<file path="config.mk">
export PLATFORM = sky130hd
export DESIGN_NAME = lsu_mem_master
export DESIGN_NICKNAME = d
export VERILOG_FILES = /design/src/rtl/lsu_mem_master.sv
export SDC_FILE = /design/constraint.sdc
export NUM_CORES = 1
export LEC_CHECK = 0
export BUFFER_PORTS_ARGS = -buffer_cell sky130_fd_sc_hd__clkbuf_2
export CAP_MARGIN = 20
export CORE_MARGIN = 1.5
export CORE_UTILIZATION = 45
export CTS_CLUSTER_DIAMETER = 50
export DETAILED_ROUTE_END_ITERATION = 6
export PLACE_DENSITY = 0.71
export SLEW_MARGIN = 20
export SYNTH_ARGS = -nofsm -noshare
export SYNTH_HDL_FRONTEND = slang
export SYNTH_SLANG_ARGS = --single-unit
</file>
<file path="constraint.sdc">
create_clock -name clk -period 3 [get_ports clk]
set_clock_uncertainty 0.15 [all_clocks]
set_input_delay 0.9 -clock clk [delete_from_list [all_inputs] [get_ports clk]]
set_output_delay 0.9 -clock clk [all_outputs]
set_load 0.005 [all_outputs]
</file>
<file path="src/rtl/lsu_mem_master.sv">
// Load/store unit: turns RISC-V byte-addressed loads/stores into word-aligned,
// byte-masked memory cycles, splitting word-crossing accesses into two cycles.
module lsu_mem_master #(
    parameter int SPLIT_EN = 1
) (
    input  logic        clk,
    input  logic        rst,
    input  logic        req_valid,
    output logic        req_ready,
    input  logic        req_we,
    input  logic [2:0]  req_funct3,
    input  logic [31:0] req_addr,
    input  logic [31:0] req_wdata,
    output logic        resp_valid,
    output logic [31:0] resp_rdata,
    output logic        resp_err,
    output logic [3:0]  mem_we,
    output logic [31:0] mem_addr,
    output logic [31:0] mem_wd,
    input  logic [31:0] mem_rd
);

    typedef enum logic [1:0] {IDLE, ACC1, ACC2, RESP} state_t;

    state_t      r_state;
    state_t      w_state_next;
    logic        r_we;
    logic [2:0]  r_funct3;
    logic [31:0] r_addr;
    logic [31:0] r_wdata;
    logic        r_cross;
    logic        r_err;
    logic [31:0] r_lo;
    logic [31:0] r_hi;
    logic [31:0] r_last_addr;

    logic [3:0]  w_bytes;
    logic        w_cross;
    logic        w_illegal;
    logic        w_accept;
    logic [7:0]  w_lanes;
    logic [7:0]  w_mask;
    logic [4:0]  w_sh;
    logic [5:0]  w_sh_hi;
    logic [31:0] w_raw;
    logic [31:0] w_ext;

    // Decode of the incoming request, used only on the accept cycle.
    always_comb begin
        case (req_funct3[1:0])
            2'b00:   w_bytes = 4'd1;
            2'b01:   w_bytes = 4'd2;
            default: w_bytes = 4'd4;
        endcase
        w_cross   = ({2'b00, req_addr[1:0]} + w_bytes) > 4'd4;
        w_illegal = (req_funct3 == 3'b011) || (req_funct3[2:1] == 2'b11)
                  || (req_we && req_funct3[2])
                  || (w_cross && (SPLIT_EN == 0));
    end

    // Byte-lane mask and shift amounts for the registered request.
    always_comb begin
        case (r_funct3[1:0])
            2'b00:   w_lanes = 8'h01;
            2'b01:   w_lanes = 8'h03;
            default: w_lanes = 8'h0F;
        endcase
        w_mask  = w_lanes << r_addr[1:0];
        w_sh    = {r_addr[1:0], 3'b000};
        w_sh_hi = 6'd32 - {1'b0, w_sh};
    end

    always_comb begin
        w_raw = r_lo | (r_cross ? r_hi : 32'h0);
        case (r_funct3)
            3'b000:  w_ext = {{24{w_raw[7]}}, w_raw[7:0]};
            3'b100:  w_ext = {24'h0, w_raw[7:0]};
            3'b001:  w_ext = {{16{w_raw[15]}}, w_raw[15:0]};
            3'b101:  w_ext = {16'h0, w_raw[15:0]};
            default: w_ext = w_raw;
        endcase
    end

    // NOTE: every output gets a default before the case, so no state leaves
    // a signal unassigned and no latch is inferred.
    always_comb begin
        w_state_next = r_state;
        w_accept     = 1'b0;
        mem_we       = 4'h0;
        mem_wd       = 32'h0;
        mem_addr     = r_last_addr;
        case (r_state)
            IDLE: begin
                if (req_valid) begin
                    w_accept     = 1'b1;
                    w_state_next = w_illegal ? RESP : ACC1;
                end
            end
            ACC1: begin
                mem_addr     = {r_addr[31:2], 2'b00};
                mem_we       = r_we ? w_mask[3:0] : 4'h0;
                mem_wd       = r_wdata << w_sh;
                w_state_next = r_cross ? ACC2 : RESP;
            end
            ACC2: begin
                mem_addr     = {r_addr[31:2] + 30'd1, 2'b00};
                mem_we       = r_we ? w_mask[7:4] : 4'h0;
                mem_wd       = r_wdata >> w_sh_hi;
                w_state_next = RESP;
            end
            RESP: w_state_next = IDLE;
            default: w_state_next = IDLE;
        endcase
    end

    assign req_ready  = (r_state == IDLE) && rst;
    assign resp_valid = (r_state == RESP);
    assign resp_err   = (r_state == RESP) && r_err;
    assign resp_rdata = ((r_state == RESP) && !r_we && !r_err) ? w_ext : 32'h0;

    // NOTE: all state uses non-blocking assignments so every register samples
    // the pre-edge values of its inputs.
    always_ff @(posedge clk or negedge rst) begin
        if (!rst) begin
            r_state     <= IDLE;
            r_we        <= 1'b0;
            r_funct3    <= 3'b000;
            r_addr      <= 32'h0;
            r_wdata     <= 32'h0;
            r_cross     <= 1'b0;
            r_err       <= 1'b0;
            r_lo        <= 32'h0;
            r_hi        <= 32'h0;
            r_last_addr <= 32'h0;
        end else begin
            r_state     <= w_state_next;
            r_last_addr <= mem_addr;
            if (w_accept) begin
                r_we     <= req_we;
                r_funct3 <= req_funct3;
                r_addr   <= req_addr;
                r_wdata  <= req_wdata;
                r_cross  <= w_cross;
                r_err    <= w_illegal;
                r_lo     <= 32'h0;
                r_hi     <= 32'h0;
            end
            if (r_state == ACC1) r_lo <= mem_rd >> w_sh;
            if (r_state == ACC2) r_hi <= mem_rd << w_sh_hi;
        end
    end

endmodule

</file>
## Word-level counts from Yosys, hierarchy flattened

Index checks and enable logic that the tools add are counted.

- Latch bits: 0
- Memories: 0
- Output and inout bits: 103
- Bits in read-only memories: 0
- Bits in writable memories: 0
- Input bits: 103
- Bits in registers: 168
- Word-level logic and storage cells: 65

- Bitwise operators: 1
- Muxes and demuxes: 19
- Order comparisons: 1
- Divide/modulo/power cells: 0
- Multipliers: 0
- Equal/unequal tests: 11
- Add/sub/neg operators: 3
- Reductions and logical operators: 15
- Shift operators: 5

Operators with widths:

| kind | number |
|---|---|
| $mux W32 | 5 |
| $pmux W32 S2 | 2 |
| $pmux W32 S4 | 1 |
| $or A32 B32 Y32 | 1 |
| $shl A32 B5 Y32 | 1 |
| $shl A32 B6 Y32 | 1 |
| $shr A32 B5 Y32 | 1 |
| $shr A32 B6 Y32 | 1 |
| $add A30 B1 Y30 const B | 1 |
| $pmux W4 S2 | 2 |
| $mux W4 | 2 |
| $pmux W2 S4 | 1 |
| $shl A8 B2 Y8 | 1 |
| $eq A2 B1 Y1 const B | 3 |
| $eq A2 B2 Y1 const B | 3 |
| $eq A3 B3 Y1 const B | 2 |
| $logic_not A2 Y1 | 3 |
| $pmux W3 S2 | 1 |
| $sub A6 B5 Y6 const A | 1 |
| $logic_and A1 B1 Y1 | 5 |
| $add A2 B4 Y4 | 1 |
| $gt A4 B3 Y1 const B | 1 |
| $mux W2 | 2 |
| $reduce_bool A2 Y1 | 2 |
| other kinds (7) | 11 |

## Logic depth before layout (Yosys ltp)

- Depth after elaboration: 6
- Mapped depth: 11
- Gate-level depth less buffers: 7

## Worst setup path after synthesis

Ideal clock, no wire load.

- Path type: flip-flop to output port
- Start point: register r_addr[0]
- End point: output mem_wd[1]
- Cell stages (with the launch flop): 11
- Data arrival time: 2,309 ps
- Buffers on the path: 4
- Required time: 1,950 ps
- Path slack: -359 ps
- Path through: dfrtp_1 > buf_2 > inv_1 > clkbuf_1 > ha_1 > clkbuf_1 > nand2b_1 > a21oi_1 > buf_2 > a22oi_1 > nor2_1

- Longest elaborated chain between the ends: 3
- Elaborated cells on any way between the ends: 4
- Those cells by class: add/sub (1); shift (2); mux (1)

Ends and longest elaborated chain:

| what | RTL line | text |
|---|---|---|
| from (decl) | 29 | `logic [31:0] r_addr;` |
| from (signal assigned) | 141 | `r_addr <= req_addr;` |
| $sub A6 B5 Y6 | 70 | `w_sh_hi = 6'd32 - {1'b0, w_sh};` |
| $shr A32 B6 Y32 | 108 | `mem_wd = r_wdata >> w_sh_hi;` |
| $pmux W32 S2 * | 92 | `case (r_state)` |
| to (decl) | 19 | `output logic [31:0] mem_wd,` |

Every way passes the cells marked *; elsewhere a longest branch is shown, timed or not.

## Worst setup path in the final report

- Start point: register r_state[0]
- End point: output mem_addr[28]

- Longest elaborated chain between the ends: 2
- Elaborated cells on any way between the ends: 3
- Those cells by class: eq/ne (2); mux (1)

Ends and longest elaborated chain:

| what | RTL line | text |
|---|---|---|
| from (decl) | 25 | `state_t r_state;` |
| from (signal assigned) | 136 | `r_state <= w_state_next;` |
| $eq A2 B2 Y1 or $eq A2 B1 Y1 (tied branches) | 92 |  |
| $pmux W32 S2 * | 92 |  |
| to (decl) | 18 | `output logic [31:0] mem_addr,` |

Marked as above.

==> results summary <==
Yosys mapped a number of flops with a built-in enable equal to 0. Entering global routing, the biggest net connects 169 pins. The final critical-path share of the clock period is 109%. The count of pins over their slew limit is 0. After routing the design area is between 0.01 and 0.015 mm2. Summed over all cells, the static leakage comes to ~6 nW. The placed standard-cell area is 0.0114 mm2. The y dimension of the die came out at between 100 and 150 um. The total number of clock tree sinks is 168. The final worst slack is -0.261 ns. The deepest clock path buffer count came out at 2.

Data on the critical path is required at its endpoint by between 1.5 and 2 ns. The total chip power came out at between 15 and 20 mW. The number of antenna violations at the first check in global routing is 0.

The number of diodes is 0. The register clock-pin slew on the reported worst setup and hold paths is 0.06 ns. In this run the tightest slew margin relative to its limit is 35.3%.

The most used flip-flop cell after synthesis is sky130_fd_sc_hd__dfrtp_1. The die area came out at 0.0224 mm2. The clock tree synthesis step divided the H-tree into 4 levels. The minimum period implied by the final worst setup slack came out at between 3 and 4 ns.

Wires add up to 31000 um. The maximum fanout along the worst path came out at 6. The x dimension of the die is about 150 um. Of all cell types, the one taking the most synthesized area is sky130_fd_sc_hd__dfrtp_1. Setup repair after global routing could not meet its margin everywhere.

Static timing analysis puts the maximum clock frequency at 307 MHz. The detailed-route via count is 9169. Of the total power, the share spent switching nets is between 40% and 50%.

By count the netlist is led by sky130_fd_sc_hd__dfrtp_1 (168), sky130_fd_sc_hd__nor2_1 (123), sky130_fd_sc_hd__nand2_1 (109). The actual transition at the worst max-transition pin came out at 0.971 ns. The detailed router's first-iteration violation count is 675. The synthesized netlist net count came out at 1134. The share of total power in the clock network came out at a little over an eighth. The clock buffer count from CTS is 17.

The average via count per standard cell came out at just under 6. The checks that failed: negative setup slack. The number of global-route vias before repair was 8720. By startpoint and endpoint, the worst setup path is classified as flip-flop to primary output. The share of total power in combinational logic came out at ~60%. Counting every instance in the synthesized netlist gives ~1.0k.

The highest ir drop seen on vdd is 0.000671 V. The type of destination of the critical path is a primary output. The core region is 0.0211 mm2. The net count of the finished layout is 1402. The proportion of power drawn by flip-flops and latches came out at 25.2%.

The worst hold path terminates at r_hi[13]. The count of state elements after synthesis came out at 168. The number of detailed-route iterations in the first pass is 5. By area the synthesized netlist is led by sky130_fd_sc_hd__dfrtp_1 (43%), sky130_fd_sc_hd__mux2i_1 (8.4%), sky130_fd_sc_hd__mux2_2 (8.1%). The source-to-sink clock delay at the later pin of the worst-skew pair is 0.43 ns. The number of rows created at floorplan came out at 53. The global routing usage summed across all routing layers is 27.0%. In this run the clock root is driven by a sky130_fd_sc_hd__clkbuf_16. The aggregate global routing overflow is 0. The remaining routing DRC violations came out at 0.

The power spent charging and discharging nets is about 7.3 mW. The sum of net half-perimeters after detailed placement is 19900 um. The multi-input combinational cells in the finished layout cover a total of 0.00593 mm2.

The tightest min-delay check is of the flip-flop to flip-flop type. The fill cell instance count of the final layout is 1682. The number of nets with antenna violations after routing is 0. The layout overhead on the synthesized area came out at 38.6%. The fraction of layout instances using a drive strength above 1 came out at 45.1%. The final setup violation count came out at 84. The average footprint of a synthesized cell came out at 9.48 um2. Data arrives at the worst endpoint at roughly 2.2 ns. The worst register-to-register path has a depth of 5. The global placement routability congestion is ~0.88. After synthesis, the netlist uses 62 different library cells. The number of synthesis warnings is 0. The average detailed-routed wire length per instance came out at 19.6 um. The depth of the worst hold-timing path is 2. The end of the worst register-to-register path is r_lo[28]. The areal power density over the cells came out at 1260 mW/mm2. The worst register-to-register path begins at r_addr[0].

The number of hold-repair buffers added at the cts stage came out at 0. The worst setup path is launched from a flip-flop. The count of port buffers added during placement is 205. The number of failing hold endpoints at the final stage came out at 0.

The number of max-cap violations is 0. The post-synthesis sequential area ratio is 43.5%. Of all flip-flops after synthesis, the portion carrying an async set or reset was 100%.

The most used standard cell by instance count after synthesis is sky130_fd_sc_hd__dfrtp_1. The effective utilization at floorplan is 45.9%. The first global-routing pass estimated 47200 um of wire. The register-to-register path setup slack is 0.68 ns. The run finished, with violations left.

The area of all sequential standard cells is 0.00421 mm2. The share of the synthesized area in the top cell type came out at 43.5%. TritonCTS built the clock tree. The internal power of the cells totals 9.50 mW. The startpoint identified for the worst hold timing path is r_hi[13]. The mapped cell area came out at 0.00967 mm2. The number of ports placed on the die boundary is 206.
final cells by class:
class	count	share of cell area, %
tap	275	2.57
timing repair buffer	328	17.2
sequential	168	31.4
clock inverter	10	0.886
inverter	8	0.271
clock buffer	21	3.43
multi-input combinational	766	44.2
worst max path at each step:
stage / slack, ns / startpoint / depth (start not counted) / end
CTS: -0.22 / r_addr[3] / 7 / mem_addr[28]
detailed placement: -0.02 / r_state[0] / 7 / mem_addr[29]
floorplan: 0.002 / r_addr[0] / 10 / mem_wd[13]
global route: -0.34 / r_addr[3] / 7 / mem_addr[28]
global placement: 0.02 / r_state[0] / 7 / mem_addr[29]
finish: -0.26 / r_state[0] / 7 / mem_addr[28]
logic make-up (layout without fill, tap and decap cells):
family,after synthesis,count (layout),synth area share [%]
adders and majority gates,10,10,1.37
and+or+nand+nor,320,320,15.0
DFF,168,168,43.5
muxes,151,151,16.5
buffers and inverters,87,367,3.82
AOI/OAI and AO/OA,266,266,18.1
xor gates and xnor gates,19,19,1.72
metrics by stage:
step	setup TNS (ns)	hold slack [ns]	utilization, %	worst slack (ns)	cells
2_1_floorplan	0	0.300	-	0.00237	1021
3_3_place_gp	0	0.312	53.9	0.0197	1499
3_5_place_dp	-0.0211	0.321	53.9	-0.0211	1499
4_1_cts	-10.03	0.335	59.7	-0.218	1553
5_1_grt	-19.45	0.342	63.6	-0.341	1576
6_report	-12.63	0.332	63.6	-0.261	1576
per-layer routing:
| layer | vias to the layer above | track usage (%) | part of all wire [%] |
|---|---|---|---|
| met2 | 366 | 43.8 | 49 |
| met4 | 0 | 9.55 | 2.3 |
| met3 | 52 | 4.51 | 6.7 |
| li1 | 4226 | - | - |
| met1 | 4525 | 36.3 | 42 |
| met5 | - | 0 | 0 |
worst max-delay path, cell delays in order, from the launching register on:
cell and delay [ns]:
sky130_fd_sc_hd__dfrtp_1 0.40, sky130_fd_sc_hd__inv_2 0.12, sky130_fd_sc_hd__ha_4 0.24, sky130_fd_sc_hd__buf_6 0.13, sky130_fd_sc_hd__and2_4 0.19, sky130_fd_sc_hd__a22o_1 0.19
sky130_fd_sc_hd__or3_4 0.39, sky130_fd_sc_hd__buf_6 0.13
timing repair:
item                                    CTS  global route
pin swaps                                29            65
setup buffers                            21            20
gates cloned                              2             4
resized for setup                       123           178
endpoints found under the setup margin   98            92
power by group through the flow:
stage | clock network, mW | logic (mW) | registers, mW
final | 2.20 | 10.4 | 4.25
after global routing | 2.33 | 11.1 | 4.35
after CTS | 2.23 | 8.90 | 4.14
after detailed placement | 0 | 7.81 | 4.15
after global placement | 0 | 7.69 | 4.12
after floorplan | 0 | 5.21 | 3.92
cells in the final DEF, fill, tap and decap left out, drive strengths merged, types with 5 or more instances in the layout:
cell type and n:
nor2 124, xnor2 5, xor2 14, and2 13, a21oi 51, nand2 109, clkbuf 193, nand3 19
a22oi 43, o21a 9, nor2b 13, o2bb2ai 9, buf 155, dfrtp 168, o21ai 75, a22o 17
mux2i 81, and3 6, inv 8, a211oi 17, o22ai 8, mux2 70, a32o 13, nand4 12
ha 9
state kept, by name, summed over array words and instances (netlist names):
name,count
r_we,1
r_state,2
r_wdata,32
r_cross,1
r_addr,32
r_last_addr,32
r_funct3,3
r_hi,32
r_lo,32
r_err,1
No activity file was read; power rests on OpenSTA's default activity.
